==> config.mk <==
export PLATFORM = sky130hd
export DESIGN_NAME = pwm_fault_guard
export DESIGN_NICKNAME = d
export VERILOG_FILES = /design/src/rtl/pwm_fault_guard.sv
export SDC_FILE = /design/constraint.sdc
export NUM_CORES = 1
export LEC_CHECK = 0
export BUFFER_PORTS_ARGS = -buffer_cell sky130_fd_sc_hd__buf_4
export CAP_MARGIN = 0
export CORE_MARGIN = 10
export CORE_UTILIZATION = 40
export DETAILED_ROUTE_END_ITERATION = 8
export GPL_ROUTABILITY_DRIVEN = 0
export PLACE_DENSITY = 0.57
export SYNTH_ARGS = -nofsm -noshare
export SYNTH_HDL_FRONTEND = slang
export SYNTH_SLANG_ARGS = --single-unit
export TNS_END_PERCENT = 50
==> constraint.sdc <==
create_clock -name clk -period 5.6 [get_ports clk]
set_input_delay 0.56 -clock clk [delete_from_list [all_inputs] [get_ports clk]]
set_output_delay 0.56 -clock clk [all_outputs]
set_load 0.02 [all_outputs]
==> src/rtl/pwm_fault_guard.sv <==
// Gate-drive protection stage: passes complementary PWM to the pins, trips on
// external fault or shoot-through, and latches until a clear handshake plus a clean hold.
`timescale 1ns/1ps

module pwm_fault_guard #(
    parameter int unsigned FILT_CYC = 4,
    parameter int unsigned CLR_HOLD = 16
) (
    input  logic       clk,
    input  logic       reset,
    input  logic       pwm_a_in,
    input  logic       pwm_b_in,
    input  logic       fault_n,
    input  logic       enable,
    input  logic       trip_clear,
    output logic       pwm_a_out,
    output logic       pwm_b_out,
    output logic       tripped,
    output logic [1:0] trip_cause,
    output logic [7:0] trip_count
);

    typedef enum logic [1:0] {
        ST_IDLE     = 2'd0,
        ST_RUN      = 2'd1,
        ST_TRIP     = 2'd2,
        ST_CLEARING = 2'd3
    } state_t;

    localparam logic [3:0] FILT_MAX  = 4'(FILT_CYC);
    localparam logic [3:0] FILT_LAST = 4'(FILT_CYC - 1);
    localparam logic [7:0] HOLD_LAST = 8'(CLR_HOLD - 1);

    state_t     state_q, state_d;
    logic       fault_meta_q, fault_meta_d;
    logic       fault_s_q, fault_s_d;
    logic [3:0] filt_cnt_q, filt_cnt_d;
    logic [7:0] hold_cnt_q, hold_cnt_d;
    logic       pwm_a_out_q, pwm_a_out_d;
    logic       pwm_b_out_q, pwm_b_out_d;
    logic       tripped_q, tripped_d;
    logic [1:0] trip_cause_q, trip_cause_d;
    logic [7:0] trip_count_q, trip_count_d;

    logic fault_det;
    logic shoot;
    logic clean;
    logic trip_entry;
    logic pass;

    // Fault synchroniser, glitch filter and shoot-through / clean-cycle decode
    always_comb begin
        fault_meta_d = fault_n;
        fault_s_d    = fault_meta_q;
        if (fault_s_q) begin
            filt_cnt_d = 4'd0;
        end else if (filt_cnt_q == FILT_MAX) begin
            filt_cnt_d = filt_cnt_q;
        end else begin
            filt_cnt_d = filt_cnt_q + 4'd1;
        end
        fault_det = (!fault_s_q && (filt_cnt_q == FILT_LAST)) || (filt_cnt_q == FILT_MAX);
        shoot     = (state_q == ST_RUN) && pwm_a_in && pwm_b_in;
        clean     = fault_s_q && !pwm_a_in && !pwm_b_in;
    end

    // Next-state logic and clear-hold counter
    always_comb begin
        state_d    = state_q;
        hold_cnt_d = 8'd0;
        case (state_q)
            ST_IDLE: begin
                if (fault_det) begin
                    state_d = ST_TRIP;
                end else if (enable) begin
                    state_d = ST_RUN;
                end else begin
                    state_d = ST_IDLE;
                end
            end
            ST_RUN: begin
                if (fault_det || shoot) begin
                    state_d = ST_TRIP;
                end else if (!enable) begin
                    state_d = ST_IDLE;
                end else begin
                    state_d = ST_RUN;
                end
            end
            ST_TRIP: begin
                if (trip_clear && fault_s_q) begin
                    state_d = ST_CLEARING;
                end else begin
                    state_d = ST_TRIP;
                end
            end
            ST_CLEARING: begin
                if (fault_det) begin
                    state_d = ST_TRIP;
                end else if (clean) begin
                    if (hold_cnt_q == HOLD_LAST) begin
                        state_d = ST_IDLE;
                    end else begin
                        hold_cnt_d = hold_cnt_q + 8'd1;
                    end
                end else begin
                    hold_cnt_d = 8'd0;
                end
            end
            default: begin
                state_d = ST_IDLE;
            end
        endcase
    end

    // Trip bookkeeping and the registered pin drive
    always_comb begin
        trip_entry = ((state_q == ST_IDLE) || (state_q == ST_RUN)) && (state_d == ST_TRIP);
        if (trip_entry) begin
            trip_cause_d = {shoot, fault_det};
        end else if (state_d == ST_IDLE) begin
            trip_cause_d = 2'b00;
        end else begin
            trip_cause_d = trip_cause_q;
        end
        if (trip_entry && (trip_count_q != 8'd255)) begin
            trip_count_d = trip_count_q + 8'd1;
        end else begin
            trip_count_d = trip_count_q;
        end
        // Overlap is masked as well, so an IDLE->RUN entry with A=B=1 cannot reach the pins
        pass        = (state_d == ST_RUN) && !(pwm_a_in && pwm_b_in);
        pwm_a_out_d = pass && pwm_a_in;
        pwm_b_out_d = pass && pwm_b_in;
        tripped_d   = (state_d == ST_TRIP) || (state_d == ST_CLEARING);
    end

    // State and output registers; synchroniser resets to the inactive level
    always_ff @(posedge clk or posedge reset) begin
        if (reset) begin
            state_q      <= ST_IDLE;
            fault_meta_q <= 1'b1;
            fault_s_q    <= 1'b1;
            filt_cnt_q   <= 4'd0;
            hold_cnt_q   <= 8'd0;
            pwm_a_out_q  <= 1'b0;
            pwm_b_out_q  <= 1'b0;
            tripped_q    <= 1'b0;
            trip_cause_q <= 2'b00;
            trip_count_q <= 8'd0;
        end else begin
            state_q      <= state_d;
            fault_meta_q <= fault_meta_d;
            fault_s_q    <= fault_s_d;
            filt_cnt_q   <= filt_cnt_d;
            hold_cnt_q   <= hold_cnt_d;
            pwm_a_out_q  <= pwm_a_out_d;
            pwm_b_out_q  <= pwm_b_out_d;
            tripped_q    <= tripped_d;
            trip_cause_q <= trip_cause_d;
            trip_count_q <= trip_count_d;
        end
    end

    assign pwm_a_out  = pwm_a_out_q;
    assign pwm_b_out  = pwm_b_out_q;
    assign tripped    = tripped_q;
    assign trip_cause = trip_cause_q;
    assign trip_count = trip_count_q;

endmodule
==> flow_metrics.tcl, run 1 <==
set metrics [dict create \
    reg2reg_from "filt_cnt_q[0]" \
    fillers 333 \
    hp-class "in2reg" \
    synth_top_area_cell "dfrtp_1" \
    clock-sinks 29 \
    fmax_ghz 0.482 \
    grt-ovfl-total 0 \
    hold_viol_final 0 \
    synth_nets 143 \
    wl_per_cell_um 13.7 \
    dieArea_sq_mm 0.00616 \
    cts_hold_buf 0 \
    ys_top_cells_by_area "dfrtp_1, xor2_1, nor2_1" \
    finalPower_mw 0.387 \
    grt_max_degree 30 \
    cts_buffers 5 \
    clock-root-buffer "clkbuf_4" \
    yosysSeqAreaShare_pct 53.2 \
    synthCells 132 \
    io-pin-count 20 \
    fin_tns_setup_ns 0 \
    clock_path_buffers 2 \
    crit_fanout 4 \
    htree_levels 2 \
    fin_skew_ns 0.00762 \
    synth_area_per_cell_sq_um 10.4 \
    p_per_area_mw_per_mm2 241 \
    whs_path_depth 1 \
    post_cts_resize_count 0 \
    worstSkewPairLatency_ns 0.32 \
    worstSetupPathType "reg2reg" \
    place.detailed.hpwl_um 2030 \
    seq_area_sq_um 728 \
    reg2reg_slack_ns 3.53 \
    placed_area_sq_mm 0.00156 \
    start_util_pct 41.3 \
    first_pass_iters 4 \
    worst-endpoint-required_ns 5.81 \
    antenna_found_initial 0 \
    grt_pass1_vias 988 \
    synth-seq-cells 29 \
    status "finished clean" \
    async_reset_ff_share_pct 100 \
    rsz0062_at_grt "false" \
    fin_nets 167 \
    cp.arrival_ns 2.29 \
    drt_iter0_drc 62 \
    yosysTopAreaCellShare_pct 49.4 \
    min_from "fault_n" \
    synthesis.area_sq_mm 0.00137 \
    portBuffers 19 \
    viasPerCell 5.20 \
    synth_flop_cell "dfrtp_1" \
    area_growth_pct 17.6 \
    r2r-end "trip_count[1]" \
    finalSetupViolCount 0 \
    tightest_slew_ns 1.08 \
    max_slew_margin_pct 28.2 \
    num_vias 1056 \
    num_rows 21 \
    yosysWarnings 0 \
    postCtsSetupBuffers 0 \
    multi_input_area_sq_um 603 \
    die_h_um 78.5 \
    drc 0 \
    period_needed_ns 2.07 \
    die-width_um 78.5 \
    fin_area_sq_mm 0.00161 \
    cellLeakagePower_nw 0.697 \
    ys_types 34 \
    wl_um 2790 \
    grt_use_total_pct 9.54 \
    synth_edf_count 0 \
    irDropWorstVdd_v 0.000127 \
    cp-start-kind "flip-flop" \
    layout-drive-gt1-share_pct 18.5 \
    maxSlewViolCount 0 \
    min_period_over_period_pct 37.0 \
    hold_path_end "fault_meta_q" \
    grt_pass1_wl_um 4660 \
    cap_violations 0 \
    antenna_left 0 \
    num_antenna_cells 0 \
    core-area_sq_mm 0.00331 \
    path_clk_slew_ns 0.08 \
    cts_tree "yes" \
    end_kind "flip-flop" \
    r2r_cells 5 \
]
[worst max-delay path, cell delays in order, from the launching register on]
cell	delay, ns
dfrtp_1	0.41
ha_1	0.23
or4b_1	0.47
a31o_1	0.28
nor2_1	0.22
mux2_2	0.36
[synthesized netlist by cell type, drive strengths merged, types with 2 or more instances]
cell and instances:
nand2 10, ha 4, nor2 16, nand4 5, nand2b 2, xnor2 5
nor4 3, inv 8, nand3 6, nor3 2, clkbuf 2, dfrtp 27
o32ai 2, and3 2, a2111oi 2, a31oi 5, xor2 8, dfstp 2
a21oi 6
[registers in the layout, indices dropped and copies added, names as in the netlist]
register,flops
fault_meta_q,1
fault_s_q,1
filt_cnt_q,4
hold_cnt_q,8
pwm_a_out,1
pwm_b_out,1
state_q,2
trip_cause,2
trip_count,8
tripped,1
[cell families (layout without fill, tap and decap cells)]
| kind of cell | Yosys count | after routing | synth area share [%] |
|---|---|---|---|
| simple gates | 54 | 54 | 20.8 |
| flops | 29 | 29 | 53.2 |
| compound gates | 21 | 21 | 10.5 |
| xor+xnor | 13 | 13 | 8.32 |
| buf+inv | 10 | 35 | 2.74 |
| fa+ha+maj | 4 | 4 | 3.66 |
| mux | 1 | 1 | 0.823 |
[worst max-delay path by stage]
stage | startpoint | to | slack [ns] | depth (start not counted)
global route | filt_cnt_q[0] | trip_count[1] | 3.42 | 5
CTS | filt_cnt_q[0] | trip_count[1] | 3.52 | 5
floorplan | filt_cnt_q[0] | trip_count[1] | 3.67 | 5
finish | filt_cnt_q[0] | trip_count[1] | 3.53 | 5
detailed placement | filt_cnt_q[0] | trip_count[1] | 3.55 | 5
global placement | filt_cnt_q[0] | trip_count[1] | 3.57 | 5
[per-layer routing]
layer  vias to the layer above  share of wire, %  GRT usage, %
met4                         0              0.93          4.84
li1                        516                 -             -
met5                         -                 0             0
met3                         4               6.2          4.67
met2                        26                43          12.9
met1                       510                50          12.2
[where the power goes]
group	internal [mW]	leakage, nW	switching, mW
registers	0.218	0.356	0.0100
clock network	0.0499	0.0265	0.0684
logic	0.0171	0.314	0.0243
total	0.285	0.697	0.103
[layout by cell type, fill, tap and decap left out, types with 2 or more instances in the layout]
cell type  count
nor2_1        16
inv_1          8
nor3_1         2
a2111oi_0      2
and3_1         2
a31oi_1        5
nand3_1        6
o32ai_1        2
nand4_1        5
nand2b_1       2
nand2_1       10
dfrtp_1       27
ha_1           4
buf_4         19
clkbuf_4       5
xor2_1         8
dfstp_2        2
nor4_1         3
xnor2_1        5
a21oi_1        6
clkbuf_1       3
[layout make-up]
type                       instances  share of cell area, %
sequential                        29                   45.2
multi-input combinational         93                   37.5
timing repair buffer              19                   8.86
tap                               46                   3.57
clock buffer                       8                   3.03
inverter                           8                   1.86
[per-stage QoR]
stage                     hold slack, ns  utilization, %  instances  setup slack (ns)
after floorplan                    0.345               -        132              3.67
after global placement             0.345            47.2        195              3.57
after detailed placement           0.347            47.2        195              3.55
after CTS                          0.325            48.6        203              3.52
after global routing               0.317            48.6        203              3.42
final                              0.344            48.6        203              3.53
Note: power is estimated with default switching activity, not from simulation.
==> inputs of run 2 (changes only) <==
- PLACE_DENSITY: 0.57 -> 0.6
- clock period: 5.6 -> 1.72 ns (I/O delays scaled with it)
==> flow_metrics.tcl, run 2 (synthesis gave the netlist of run 1 again) <==
set metrics [dict create \
    fin_tns_setup_ns -0.112 \
    hp-class "in2reg" \
    grt_max_degree 30 \
    num_antenna_cells 0 \
    max_slew_margin_pct 75.7 \
    die-width_um 78.5 \
    clock-sinks 29 \
    cts_buffers 5 \
    htree_levels 2 \
    irDropWorstVdd_v 0.000343 \
    min_period_over_period_pct 104 \
    reg2reg_slack_ns -0.08 \
    clock_path_buffers 2 \
    wl_um 3360 \
    met2_usage_pct 17.5 \
    period_needed_ns 1.80 \
    grt_pass1_vias 1233 \
    num_rows 21 \
    worstSetupPathType "reg2reg" \
    path_clk_slew_ns 0.09 \
    hold_viol_final 0 \
    grt-ovfl-total 0 \
    io-pin-count 20 \
    violations "negative setup slack" \
    start_util_pct 41.3 \
    busiest_layer "met2" \
    area_growth_pct 42.0 \
    cts_tree "yes" \
    grt_pass1_wl_um 5800 \
    whs_path_depth 2 \
    r2r-end "trip_count[1]" \
    cellLeakagePower_nw 0.835 \
    fin_skew_ns 0.0140 \
    finalSetupViolCount 3 \
    min_from "pwm_b_in" \
    layout-drive-gt1-share_pct 38.8 \
    status "finished, violations left" \
    use_met1_pct 14.1 \
    drc 0 \
    r2r_cells 5 \
    worstSkewPairLatency_ns 0.33 \
    antenna_left 0 \
    fin_nets 193 \
    cap_violations 0 \
    cp-start-kind "flip-flop" \
    dieArea_sq_mm 0.00616 \
    num_vias 1182 \
    hold_path_end "pwm_a_out" \
    wl_per_cell_um 14.7 \
    tightest_slew_ns 0.360 \
    fin_ws_ns -0.0758 \
    end_kind "flip-flop" \
    finalPower_mw 1.38 \
    cp.arrival_ns 2.01 \
    placed_area_sq_mm 0.00173 \
    clock-root-buffer "clkbuf_4" \
    grt_use_total_pct 11.5 \
    worst-endpoint-required_ns 1.93 \
    maxSlewViolCount 0 \
    antenna_found_initial 0 \
    crit_fanout 4 \
    viasPerCell 5.16 \
    reg2reg_from "filt_cnt_q[1]" \
    met3_usage_pct 5.47 \
    die_h_um 78.5 \
    portBuffers 19 \
    final_util_pct 58.7 \
    final_common_cell "buf_4" \
    p_per_area_mw_per_mm2 710 \
    place.detailed.hpwl_um 2220 \
    first_pass_iters 4 \
    drt_iter0_drc 35 \
    fin_area_sq_mm 0.00194 \
    final_cell_mix "buf_4, dfrtp_1, nor2_1" \
    crit_start "filt_cnt_q[1]" \
    rsz0062_at_grt "true" \
    fmax_ghz 0.557 \
    core-area_sq_mm 0.00331 \
    fillers 315 \
]
-- run 2: cell count changes in the layout (fill, tap and decap cells not counted), moves of 2 or more --
cell / previous run / this run
nor2_1: 16 / 14
ha_1: 4 / 2
dlygate4sd3_1: 0 / 2
nor4_1: 3 / 1
buf_4: 19 / 42
a2111oi_0: 2 / 0
-- run 2: per-stage QoR --
stage	setup slack [ns]	std cells	hold slack [ns]
after floorplan	-0.131	132	0.176
after global placement	-0.112	216	0.269
after detailed placement	-0.170	216	0.273
after CTS	-0.0882	228	0.0381
after global routing	-0.139	229	0.0463
final	-0.0758	229	0.0671
-- run 2: how the worst max path moves through the flow --
stage                     cells past startpoint       endpoint  slack (ns)
after detailed placement                      7      pwm_b_out       -0.17
after floorplan                               5  trip_count[1]       -0.13
final                                         5  trip_count[1]       -0.08
after global placement                        5  trip_count[1]       -0.11
after CTS                                     5  trip_count[1]       -0.09
after global routing                          5  trip_count[1]       -0.14
-- run 2: timing repair --
action | 4_1_cts | 5_1_grt
resized for setup | 17 | 9
endpoints found under the setup margin | 15 | 16
gates cloned | 1 | 0
setup buffers | 1 | 1
hold endpoints to repair | 28 | 0
hold buffers | 2 | 0
pin swaps | 7 | 8
-- run 2: final cells by class --
| class | count | area (sq um) | share of cell area (%) |
|---|---|---|---|
| Multi-Input combinational cell | 94 | 744 | 38.3 |
| Sequential cell | 29 | 728 | 37.5 |
| Timing Repair Buffer | 44 | 335 | 17.2 |
| Tap cell | 46 | 57.6 | 2.96 |
| Clock buffer | 8 | 48.8 | 2.51 |
| Inverter | 8 | 30.0 | 1.54 |
-- run 2: worst max-delay path: stages (launching register included) --
cell,delay [ns]
dfrtp_1,0.37
ha_2,0.19
or4b_4,0.47
a31o_4,0.27
nor2_4,0.10
mux2_4,0.29
-- run 2: metal layers --
layer | part of all wire (%) | vias to the layer above | routed length, um
met5 | 0 | - | 0
met4 | 0.77 | 0 | 26
met3 | 6.4 | 4 | 216
met2 | 48 | 26 | 1620
met1 | 45 | 579 | 1500
li1 | - | 573 | -
-- run 2: report_power, final --
| group | internal [mW] | leakage, nW | switching [mW] | total, mW |
|---|---|---|---|---|
| Combinational | 0.122 | 0.453 | 0.129 | 0.251 |
| Sequential | 0.709 | 0.356 | 0.0276 | 0.736 |
| Clock | 0.163 | 0.0265 | 0.230 | 0.393 |
